<file path="config.mk">
export PLATFORM = sky130hd
export DESIGN_NAME = m062_dram_timing_ctrl
export DESIGN_NICKNAME = d
export VERILOG_FILES = /design/src/rtl/m062_dram_timing_ctrl.sv
export SDC_FILE = /design/constraint.sdc
export NUM_CORES = 1
export LEC_CHECK = 0
export BUFFER_PORTS_ARGS = -buffer_cell sky130_fd_sc_hd__buf_2
export CAP_MARGIN = 20
export CORE_MARGIN = 2
export CORE_UTILIZATION = 40
export CTS_CLUSTER_SIZE = 40
export DETAILED_ROUTE_END_ITERATION = 8
export PLACE_DENSITY = 0.62
export SLEW_MARGIN = 20
export SYNTH_ARGS = -nofsm -noshare
export SYNTH_HDL_FRONTEND = slang
export SYNTH_SLANG_ARGS = --single-unit
</file>
<file path="constraint.sdc">
create_clock -name i_clk -period 3.6 [get_ports i_clk]
set_input_delay 0.72 -clock i_clk [delete_from_list [all_inputs] [get_ports i_clk]]
set_output_delay 0.72 -clock i_clk [all_outputs]
set_load 0.005 [all_outputs]
</file>
<file path="src/rtl/m062_dram_timing_ctrl.sv">
// DRAM timing sequencer for the M062 RAM module: turns registered Z80 bus strobes into
// RAS/CAS/WE, the row/column address mux, WAIT_N and hidden refresh for a 64K x 1 bank.
module m062_dram_timing_ctrl #(
  parameter int T_RCD = 1,
  parameter int T_CAS = 2,
  parameter int T_RP  = 2,
  parameter int T_RFR = 3
) (
  input  logic        i_clk,
  input  logic        i_rst_n,
  input  logic [15:0] i_addr,
  input  logic        i_mreq_n,
  input  logic        i_wr_n,
  input  logic        i_rfsh_n,
  input  logic        i_sel,
  output logic        o_ras_n,
  output logic        o_cas_n,
  output logic        o_we_n,
  output logic        o_mux,
  output logic [7:0]  o_dram_a,
  output logic        o_wait_n,
  output logic        o_busy
);

  typedef enum logic [2:0] {
    S_IDLE,
    S_RAS,
    S_COL,
    S_CAS,
    S_PRE,
    S_RFR
  } state_t;

  localparam logic [7:0] L_RCD = 8'(T_RCD - 1);
  localparam logic [7:0] L_CAS = 8'(T_CAS - 1);
  localparam logic [7:0] L_RP  = 8'(T_RP - 1);
  localparam logic [7:0] L_RFR = 8'(T_RFR - 1);

  state_t      r_state;
  state_t      w_nxt;
  logic [7:0]  r_cnt;
  logic [15:0] r_addr;
  logic        r_mreq_n;
  logic        r_wr_n;
  logic        r_rfsh_n;
  logic        r_sel;
  logic        r_acc_prev;
  logic        r_rfr_prev;
  logic        r_pend_acc;
  logic        r_pend_rfr;
  logic [7:0]  r_rcnt;
  logic        r_ras_n;
  logic        r_cas_n;
  logic        r_we_n;
  logic        r_mux;
  logic [7:0]  r_dram_a;
  logic        r_wait_n;
  logic        r_busy;
  logic        w_acc;
  logic        w_rfr;
  logic        w_acc_go;
  logic        w_rfr_go;
  logic        w_pend_acc_nxt;
  logic        w_pend_rfr_nxt;

  assign w_acc    = r_sel & ~r_mreq_n & r_rfsh_n;
  assign w_rfr    = ~r_mreq_n & ~r_rfsh_n;
  // A request level held from a previous cycle only restarts if it was pended in PRE.
  assign w_acc_go = w_acc & (~r_acc_prev | r_pend_acc);
  assign w_rfr_go = w_rfr & (~r_rfr_prev | r_pend_rfr);

  always_comb begin
    w_nxt          = r_state;
    w_pend_acc_nxt = r_pend_acc;
    w_pend_rfr_nxt = r_pend_rfr;
    case (r_state)
      S_IDLE: begin
        w_pend_acc_nxt = 1'b0;
        w_pend_rfr_nxt = 1'b0;
        if (w_rfr_go)      w_nxt = S_RFR;
        else if (w_acc_go) w_nxt = S_RAS;
      end
      S_RAS: if (r_cnt >= L_RCD) w_nxt = S_COL;
      S_COL: w_nxt = S_CAS;
      S_CAS: if ((r_cnt >= L_CAS) && r_mreq_n) w_nxt = S_PRE;
      S_RFR: if ((r_cnt >= L_RFR) && r_mreq_n) w_nxt = S_PRE;
      S_PRE: begin
        if (w_acc && !r_acc_prev) w_pend_acc_nxt = 1'b1;
        if (w_rfr && !r_rfr_prev) w_pend_rfr_nxt = 1'b1;
        if (r_cnt >= L_RP) w_nxt = S_IDLE;
      end
      default: w_nxt = S_IDLE;
    endcase
  end

  always_ff @(posedge i_clk or negedge i_rst_n) begin
    if (!i_rst_n) begin
      r_addr     <= '0;
      r_mreq_n   <= 1'b1;
      r_wr_n     <= 1'b1;
      r_rfsh_n   <= 1'b1;
      r_sel      <= 1'b0;
      r_acc_prev <= 1'b0;
      r_rfr_prev <= 1'b0;
    end else begin
      r_addr     <= i_addr;
      r_mreq_n   <= i_mreq_n;
      r_wr_n     <= i_wr_n;
      r_rfsh_n   <= i_rfsh_n;
      r_sel      <= i_sel;
      r_acc_prev <= w_acc;
      r_rfr_prev <= w_rfr;
    end
  end

  // Outputs are decoded from the next state so every strobe is a flop output.
  always_ff @(posedge i_clk or negedge i_rst_n) begin
    if (!i_rst_n) begin
      r_state    <= S_IDLE;
      r_cnt      <= '0;
      r_pend_acc <= 1'b0;
      r_pend_rfr <= 1'b0;
      r_rcnt     <= '0;
      r_ras_n    <= 1'b1;
      r_cas_n    <= 1'b1;
      r_we_n     <= 1'b1;
      r_mux      <= 1'b0;
      r_dram_a   <= '0;
      r_wait_n   <= 1'b1;
      r_busy     <= 1'b0;
    end else begin
      r_state    <= w_nxt;
      r_pend_acc <= w_pend_acc_nxt;
      r_pend_rfr <= w_pend_rfr_nxt;
      if (w_nxt != r_state)    r_cnt <= '0;
      else if (r_cnt != 8'hFF) r_cnt <= r_cnt + 8'd1;
      if ((r_state == S_RFR) && (w_nxt == S_PRE)) r_rcnt <= r_rcnt + 8'd1;
      r_ras_n  <= !((w_nxt == S_RAS) || (w_nxt == S_COL) || (w_nxt == S_CAS) || (w_nxt == S_RFR));
      r_cas_n  <= (w_nxt != S_CAS);
      r_we_n   <= (w_nxt == S_CAS) ? r_wr_n : 1'b1;
      r_mux    <= (w_nxt == S_COL) || (w_nxt == S_CAS);
      r_busy   <= (w_nxt != S_IDLE);
      r_wait_n <= !w_pend_acc_nxt;
      case (w_nxt)
        S_RAS:        r_dram_a <= r_addr[7:0];
        S_COL, S_CAS: r_dram_a <= r_addr[15:8];
        S_RFR:        r_dram_a <= r_rcnt;
        default:      r_dram_a <= r_dram_a;
      endcase
    end
  end

  assign o_ras_n  = r_ras_n;
  assign o_cas_n  = r_cas_n;
  assign o_we_n   = r_we_n;
  assign o_mux    = r_mux;
  assign o_dram_a = r_dram_a;
  assign o_wait_n = r_wait_n;
  assign o_busy   = r_busy;

endmodule

</file>
* Word-level counts from Yosys, hierarchy flattened
Cells that the tools add are included.
Word-level totals: register bits after elaboration 57, logic and storage cells 84, bits in latches 0, bits of input ports 22, memory bits (read-only) 0, bits in writable memories 0, output and inout port bits 14, memories kept 0
Cells by class: bitwise gates (word level) 11, magnitude comparators 3, reductions and logical operators 20, shift operators 0, multipliers 0, add/sub/neg operators 2, mux-type cells 15, equality and inequality tests 14, divide/modulo/power cells 0
Operator list (count):
- 8-bit one-hot mux with 3 select lines | 1
- 3-bit two-way mux | 6
- 3-bit one-hot mux with 6 select lines | 1
- 8-bit by 1-bit adder with 8-bit output (second input constant) | 2
- 8-bit by 1-bit greater-or-equal comparator with 1-bit output (second input constant) | 2
- 8-bit two-way mux | 2
- 3-bit by 2-bit equality test with 1-bit output (second input constant) | 4
- 3-bit equality test (second input constant) | 4
- 8-bit by 2-bit greater-or-equal comparator with 1-bit output (second input constant) | 1
- 8-bit inequality test (second input constant) | 1
- 3-bit by 1-bit equality test with 1-bit output (second input constant) | 2
- 3-bit nonzero test | 2
- 1-bit AND | 5
- 1-bit logical AND | 5
- 1-bit logical NOT | 4
- 1-bit logical OR | 4
- 1-bit NOT | 4
- 1-bit one-hot mux with 2 select lines | 2
- 2-bit nonzero test | 2
- 3-bit logical NOT | 1
- 1-bit two-way mux | 3
- 3-bit by 2-bit inequality test with 1-bit output (second input constant) | 1
- 3-bit inequality test | 1
- 2-bit inequality test (second input constant) | 1
- other kinds (3) | 4

* Depth between registers and ports, before layout
Gate-level depths: netlist of the first run.
depth in word-level cells 12, mapped depth 10, depth with buffers taken out 8

* Least setup slack after synthesis of the first run
Ideal clock, no wire load.
path kind reg-to-reg, start point register r_cnt[1], end point register r_rcnt[1], data arrival time 2219 ps, library setup time 125 ps, path slack 1256 ps, path buffers 1, cell stages (with the launch flop) 10, cell sequence dfrtp_1 > inv_1 > ha_1 > or4b_1 > o211a_1 > a211o_1 > buf_6 > clkinv_8 > nor3_2 > mux2_4
Between the ends: word-level cells in the longest chain between the ends 6, elaborated cells on any way between the ends 12, classes of those cells 3 x order compare; 1 x eq/ne; 5 x mux; 3 x reduce/logical
Ends and longest elaborated chain:
- from (decl) | RTL line 41 | logic [7:0] r_cnt;
- from (signal assigned) | RTL line 136 | else if (r_cnt != 8'hFF) r_cnt <= r_cnt + 8'd1;
- 8-bit by 2-bit greater-or-equal comparator with 1-bit output / 8-bit by 1-bit greater-or-equal comparator with 1-bit output (equally long branches) | RTL line 86, 85, 90
- 1-bit logical AND, on equally long branches | RTL line 86, 85
- 3-bit two-way mux, on equally long branches | RTL line 86, 85
- 3-bit one-hot mux with 6 select lines (*) | RTL line 76 | case (r_state)
- 3-bit equality test (*) | RTL line 137 | if ((r_state == S_RFR) && (w_nxt == S_PRE)) r_rcnt <= r_rcnt + 8'd1;
- 1-bit logical AND (*) | RTL line 137
- to (signal assigned) | RTL line 137
- to (decl) | RTL line 51 | logic [7:0] r_rcnt;
Every way passes the cells marked *; elsewhere a longest branch is shown, timed or not. A chain may end at the register's enable or synchronous reset.

* Final worst setup path of the first run
Ends and elaborated chain as after synthesis.

==> results of run 1 <==
## power groups by stage
stage / Sequential, W / Clock [W] / Combinational [W]
3_5_place_dp: 0.000916 / 0 / 0.000826
2_1_floorplan: 0.000874 / 0 / 0.000692
6_report: 0.000906 / 0.000534 / 0.000820
3_3_place_gp: 0.000913 / 0 / 0.000807
5_1_grt: 0.000929 / 0.000586 / 0.000921
4_1_cts: 0.000905 / 0.000550 / 0.000827
## cells by family (layout without fill, tap and decap cells)
group	count (synthesis)	count (layout)	synth area share, %
AO/OA/AOI/OAI	46	46	14.58
XOR/XNOR	10	10	3.484
adder cells (fa/ha/maj)	5	5	2.489
buffers and inverters	17	61	4.131
flip-flops	57	57	57.09
multiplexers	1	1	0.5971
AND/OR/NAND/NOR	84	84	17.62
## sequential cells by signal, indices dropped and copies added (netlist names), 3 cells and up
name / flops
o_dram_a: 8
r_addr: 16
r_cnt: 8
r_rcnt: 8
r_state: 3
## stage by stage
stage / hold slack [ps] / utilization [%] / cell area, um2 / instances
floorplan: 421.8 / - / 2514 / 220
global placement: 454.6 / 45.68 / 2736 / 323
detailed placement: 459.3 / 45.68 / 2736 / 323
CTS: 446.3 / 48.68 / 2917 / 339
global route: 457.2 / 48.68 / 2917 / 339
finish: 430.6 / 48.68 / 2917 / 339
## area by class of cell
cell class / count / area, um2
Clock buffer: 10 / 137.6
Timing Repair Buffer: 37 / 190.2
Multi-Input combinational cell: 146 / 974.7
Fill cell: 556 / 3074
Tap cell: 75 / 93.84
Sequential cell: 57 / 1435
Clock inverter: 6 / 42.54
Inverter: 8 / 42.54
## worst register-to-register path, cell delays in order, from the launching register on
cell and delay [ps]:
dfrtp_1 410, inv_1 110, ha_1 180, or4b_1 580, o211a_1 240, a211o_1 560, clkinv_8 190, nor3_2 70
mux2_4 320
## per-layer routing
layer | global-route usage, % | vias to the layer above
li1 | - | 878
met1 | 20.91 | 830
met2 | 21.85 | 43
met3 | 4.076 | 6
met4 | 7.750 | 0
met5 | 0 | -
## placed cells by master, fill, tap and decap left out, types with 5 or more instances in the layout
cell	count
a31oi_1	8
buf_2	35
clkbuf_8	10
dfrtp_1	50
dfstp_2	7
ha_1	5
inv_1	6
nand2_1	13
nand3_1	14
nor2_1	14
nor3_1	19
o211ai_1	8
o21ai_0	11
xor2_1	6
## path summary, 6_finish.rpt
path,to,slack (ps),cells past startpoint
max in group asynchronous,o_ras_n$_DFF_PN1_,2340,2
worst max-delay path,r_rcnt[1]$_DFFE_PN0P_,810,8
worst max register to register,r_rcnt[1]$_DFFE_PN0P_,810,8
min in group i_clk,r_rcnt[7]$_DFFE_PN0P_,470,1
worst min-delay path,r_cnt[4]$_DFFE_PN0P_,430,1
worst min register to register,r_rcnt[7]$_DFFE_PN0P_,470,1
==> results.py, run 1 <==
metrics = {
    "status": {
        "status": "completed",
    },
    "clock_network": {
        "htreeDepth": 3,
        "cts_buffers": 9,
        "cts_tree": "built",
        "max-clock-path-buffers": 2,
        "clk_latency_ps": 330,
        "cts_setup_buffers": 0,
        "cts_sinks": 57,
        "clk_pin_slew_ps": 70,
        "cts.hold.buffers_added": 0,
        "cts.repair.resized": 0,
        "cts-root-buf": "clkbuf_8",
    },
    "sta": {
        "skew_ps": 8.999,
        "relSlewSlack_pct": 41.09,
        "setup_ws_ps": 812.4,
        "setup_violations": 0,
        "rsz0062_at_grt": "false",
        "fin_crit_sh_pct": 77.43,
        "final_hold_viol_count": 0,
        "clock.fmax_ghz": 0.3587,
        "final.setup.tns_ps": 0,
        "min_period_ps": 2788,
        "drv_slew": 0,
        "worst_pin_slew_ps": 876.9,
    },
    "global_route": {
        "track_usage_pct": 15.15,
        "grt_pass1_wl_um": 8418,
        "antenna_found_initial": 0,
        "first_global_vias": 1706,
        "grt-ovfl-total": 0,
        "grt_max_degree": 34,
    },
    "power_and_ir_drop": {
        "power_frac_comb_pct": 36.3,
        "p_int_w": 0.001371,
        "power.density_mw_per_mm2": 774.9,
        "p_switching_w": 0.0008894,
        "p_seq_share_pct": 40.1,
        "p_total_w": 0.002260,
        "ir_drop_mv": 0.3139,
        "p_sw_share_pct": 39.35,
        "power.leakage_nw": 1.291,
        "power.share.clock_pct": 23.6,
    },
    "worst_setup_path": {
        "worstPathRequired_ps": 3810,
        "critPathKind": "register to register",
        "crit_start": "r_cnt[1]$_DFFE_PN0P_",
        "start_kind": "register",
        "setup.worst_path.end_class": "register",
        "path_cells": "inv_1, ha_1, or4b_1, o211a_1, a211o_1, clkinv_8, nor3_2, mux2_4",
        "cp.arrival_ps": 3000,
        "r2r_start": "r_cnt[1]$_DFFE_PN0P_",
        "path_buf_inv": 2,
        "critPathMaxFanout": 19,
        "cp_top_family": "compound AO/OA/AOI/OAI gates",
        "slowest_stage": "or4b_1",
        "worst_path_largest_cell_delay_ps": 580,
    },
    "yosys": {
        "synthesis.yosys.warnings": 0,
        "synth_area_per_cell_um2": 11.43,
        "netlist_instances": 220,
        "syn-num-nets": 247,
        "synth.most_common_cell": "dfrtp_1",
        "synth_top_area_share_pct": 49.78,
        "ys_types": 49,
        "ys_ff_latch": 57,
        "synth_area_leaders": "dfrtp_1 (50%), dfstp_2 (7.3%), nor3_1 (3.8%)",
        "async_reset_ff_share_pct": 100.0,
        "syn_area_mm2": 0.002514,
        "synth_edf_count": 0,
        "ys_top_cells_by_count": "dfrtp_1 (50), nor3_1 (19), nand3_1 (14), nor2_1 (14), nand2_1 (13)",
        "yosysSeqAreaShare_pct": 57.09,
        "synth_flop_cell": "dfrtp_1",
        "yosysTopAreaCell": "dfrtp_1",
    },
    "die": {
        "core-area_mm2": 0.005991,
        "start_util_pct": 41.96,
        "dieArea_mm2": 0.006934,
        "die_h_um": 83.27,
        "die_width_um": 83.27,
        "row_count": 28,
        "ios": 36,
    },
    "route": {
        "drt-met1-wl_um": 2306,
        "drt_first_pass_iters": 4,
        "drt_iter0_drc": 110,
        "ant_nets": 0,
        "via_count": 1757,
        "wire_per_inst_um": 13.95,
        "met2_length_um": 2155,
        "via_per_inst": 5.183,
        "top_layer": "met4",
        "wirelength_um": 4729,
        "remaining_drc_errors": 0,
        "met3_length_um": 190,
    },
    "placement": {
        "dp_slack_ps": 835.6,
        "numPortBuffers": 35,
        "gp_congestion": 0.8116,
        "dpl.hpwl_um": 3192,
    },
    "job": {
        "maxCapViolCount": 0,
    },
    "layout": {
        "antennaDiodeCount": 0,
        "final_nets": 286,
        "final_layout_size_suffix_gt1_share_pct": 28.41,
        "synthToLayoutAreaGrowth_pct": 16.03,
    },
    "hold_path": {
        "hold_class": "primary input to asynchronous set/reset pin",
    },
}
Power figures use the tool's default switching activity.
==> run 2, diff against run 1 <==
- PLACE_DENSITY: 0.62 -> 0.64
- clock period: 3.6 -> 2.37 ns (I/O delays scaled with it)
==> results.py, run 2 (synthesis results as in run 1) <==
metrics = {
    "global_route": {
        "track_usage_pct": 16.24,
        "first_global_vias": 1810,
        "antenna_found_initial": 0,
        "grt-ovfl-total": 0,
        "grt_max_degree": 35,
        "grt_pass1_wl_um": 8832,
    },
    "sta": {
        "min_period_ps": 2305,
        "final_hold_viol_count": 0,
        "clock.fmax_ghz": 0.4339,
        "worst_pin_slew_ps": 551.0,
        "final.setup.tns_ps": 0,
        "rsz0062_at_grt": "true",
        "fin_crit_sh_pct": 97.25,
        "relSlewSlack_pct": 63.27,
        "setup_violations": 0,
        "skew_ps": 6.260,
        "drv_slew": 0,
    },
    "worst_setup_path": {
        "critPathKind": "register to register",
        "worstPathRequired_ps": 2630,
        "r2r_slack_ps": 70,
        "setup.worst_path.end_class": "register",
        "start_kind": "register",
        "worstRegToRegCells": 8,
        "cp.arrival_ps": 2570,
        "reg2reg_to": "o_dram_a[6]$_DFFE_PN0P_",
        "crit_start": "r_cnt[0]$_DFFE_PN0P_",
        "r2r_start": "r_cnt[0]$_DFFE_PN0P_",
        "critPathMaxFanout": 9,
    },
    "clock_network": {
        "cts-root-buf": "clkbuf_8",
        "clk_latency_ps": 340,
        "cts_tree": "built",
        "cts_buffers": 9,
        "cts.hold.buffers_added": 0,
        "htreeDepth": 3,
        "max-clock-path-buffers": 2,
        "cts_sinks": 57,
        "clk_pin_slew_ps": 70,
    },
    "power_and_ir_drop": {
        "power.density_mw_per_mm2": 1211,
        "power.leakage_nw": 1.396,
        "ir_drop_mv": 0.6007,
    },
    "die": {
        "dieArea_mm2": 0.006934,
        "die_width_um": 83.27,
        "row_count": 28,
        "die_h_um": 83.27,
        "ios": 36,
        "start_util_pct": 41.96,
        "core-area_mm2": 0.005991,
    },
    "layout": {
        "largest_reg_flops": 16,
        "final_layout_size_suffix_gt1_share_pct": 35.82,
        "synthToLayoutAreaGrowth_pct": 26.28,
        "final_common_cell": "dfrtp_1",
        "fin_area_mm2": 0.003174,
        "antennaDiodeCount": 0,
        "layout_common_cells": "dfrtp_1 (50), buf_2 (35), nor3_1 (19), buf_4 (15)",
        "fill_cells": 530,
        "largest-register": "r_addr",
        "final_nets": 304,
    },
    "route": {
        "drt_iter0_drc": 136,
        "drt_first_pass_iters": 4,
        "wirelength_um": 5062,
        "via_count": 1851,
        "wire_per_inst_um": 14.18,
        "via_per_inst": 5.185,
        "remaining_drc_errors": 0,
        "ant_nets": 0,
    },
    "placement": {
        "dpl.hpwl_um": 3521,
        "gp_congestion": 0.8300,
        "place_area_mm2": 0.002902,
        "numPortBuffers": 35,
    },
    "job": {
        "maxCapViolCount": 0,
    },
    "status": {
        "status": "completed",
    },
    "hold_path": {
        "hold_class": "primary input to asynchronous set/reset pin",
    },
}
-- run 2: changes by cell type in the layout (fill, tap and decap cells not counted), moves of 2 or more --
| cell | delta |
|---|---|
| buf_4 | +13 |
| o21ai_0 | -5 |
| a2111oi_2 | -3 |
| a2111oi_4 | +3 |
| buf_12 | +3 |
| o21ai_1 | +3 |
| buf_6 | +2 |
| o21ai_4 | +2 |
-- run 2: worst max path at each step --
stage	to	cells past startpoint
floorplan	r_rcnt[1]$_DFFE_PN0P_	9
global placement	r_cnt[2]$_DFFE_PN0P_	7
detailed placement	r_cnt[1]$_DFFE_PN0P_	7
CTS	r_cnt[4]$_DFFE_PN0P_	8
global route	r_cnt[1]$_DFFE_PN0P_	8
finish	o_dram_a[6]$_DFFE_PN0P_	8
-- run 2: power breakdown --
part / internal (W) / leakage, nW / switching, W
sequential: 0.00121 / 0.691 / 0.000163
combinational: 0.000779 / 0.624 / 0.000914
clock: 0.000375 / 0.0814 / 0.000407
-- run 2: final cells by class --
cell class,instances,area (um2),share of cell area (%)
clock inverter,7,46.29,1.458
sequential,57,1435,45.21
inverter,8,42.54,1.340
timing repair buffer,55,370.4,11.67
multi-input combinational,146,1062,33.46
clock buffer,9,123.9,3.902
tap,75,93.84,2.956
-- run 2: metal layers --
layer | track usage [%] | routed length (um) | vias to the layer above
met5 | 0 | 0 | -
met4 | 7.750 | 119 | 0
met3 | 4.970 | 230 | 12
met2 | 23.17 | 2328 | 38
met1 | 22.52 | 2383 | 887
li1 | - | - | 914
-- run 2: through the flow --
stage               hold WS (ps)  std cells  total power [W]  worst slack [ps]  utilization [%]
finish                     115.6        357         0.003845             65.21            52.99
detailed placement         468.0        340         0.002895            -93.53            48.43
floorplan                  178.4        220         0.002380             25.63                -
global route               158.1        357         0.004140            -31.43            52.99
global placement           448.3        340         0.002856            -24.18            48.43
CTS                        130.5        357         0.003737             6.848            51.75
-- run 2: repair_timing --
action,CTS,global route
endpoints found under the setup margin,8,22
resized for setup,5,17
pin swaps,1,7
buffers inserted,1,0
-- run 2: critical path, stage by stage, from the launching register on --
cell and delay [ps]:
dfrtp_1 410, ha_2 190, or4b_4 530, buf_6 140
o2111a_1 250, a211oi_4 210, buf_6 180, o211ai_1 120
a41oi_2 180
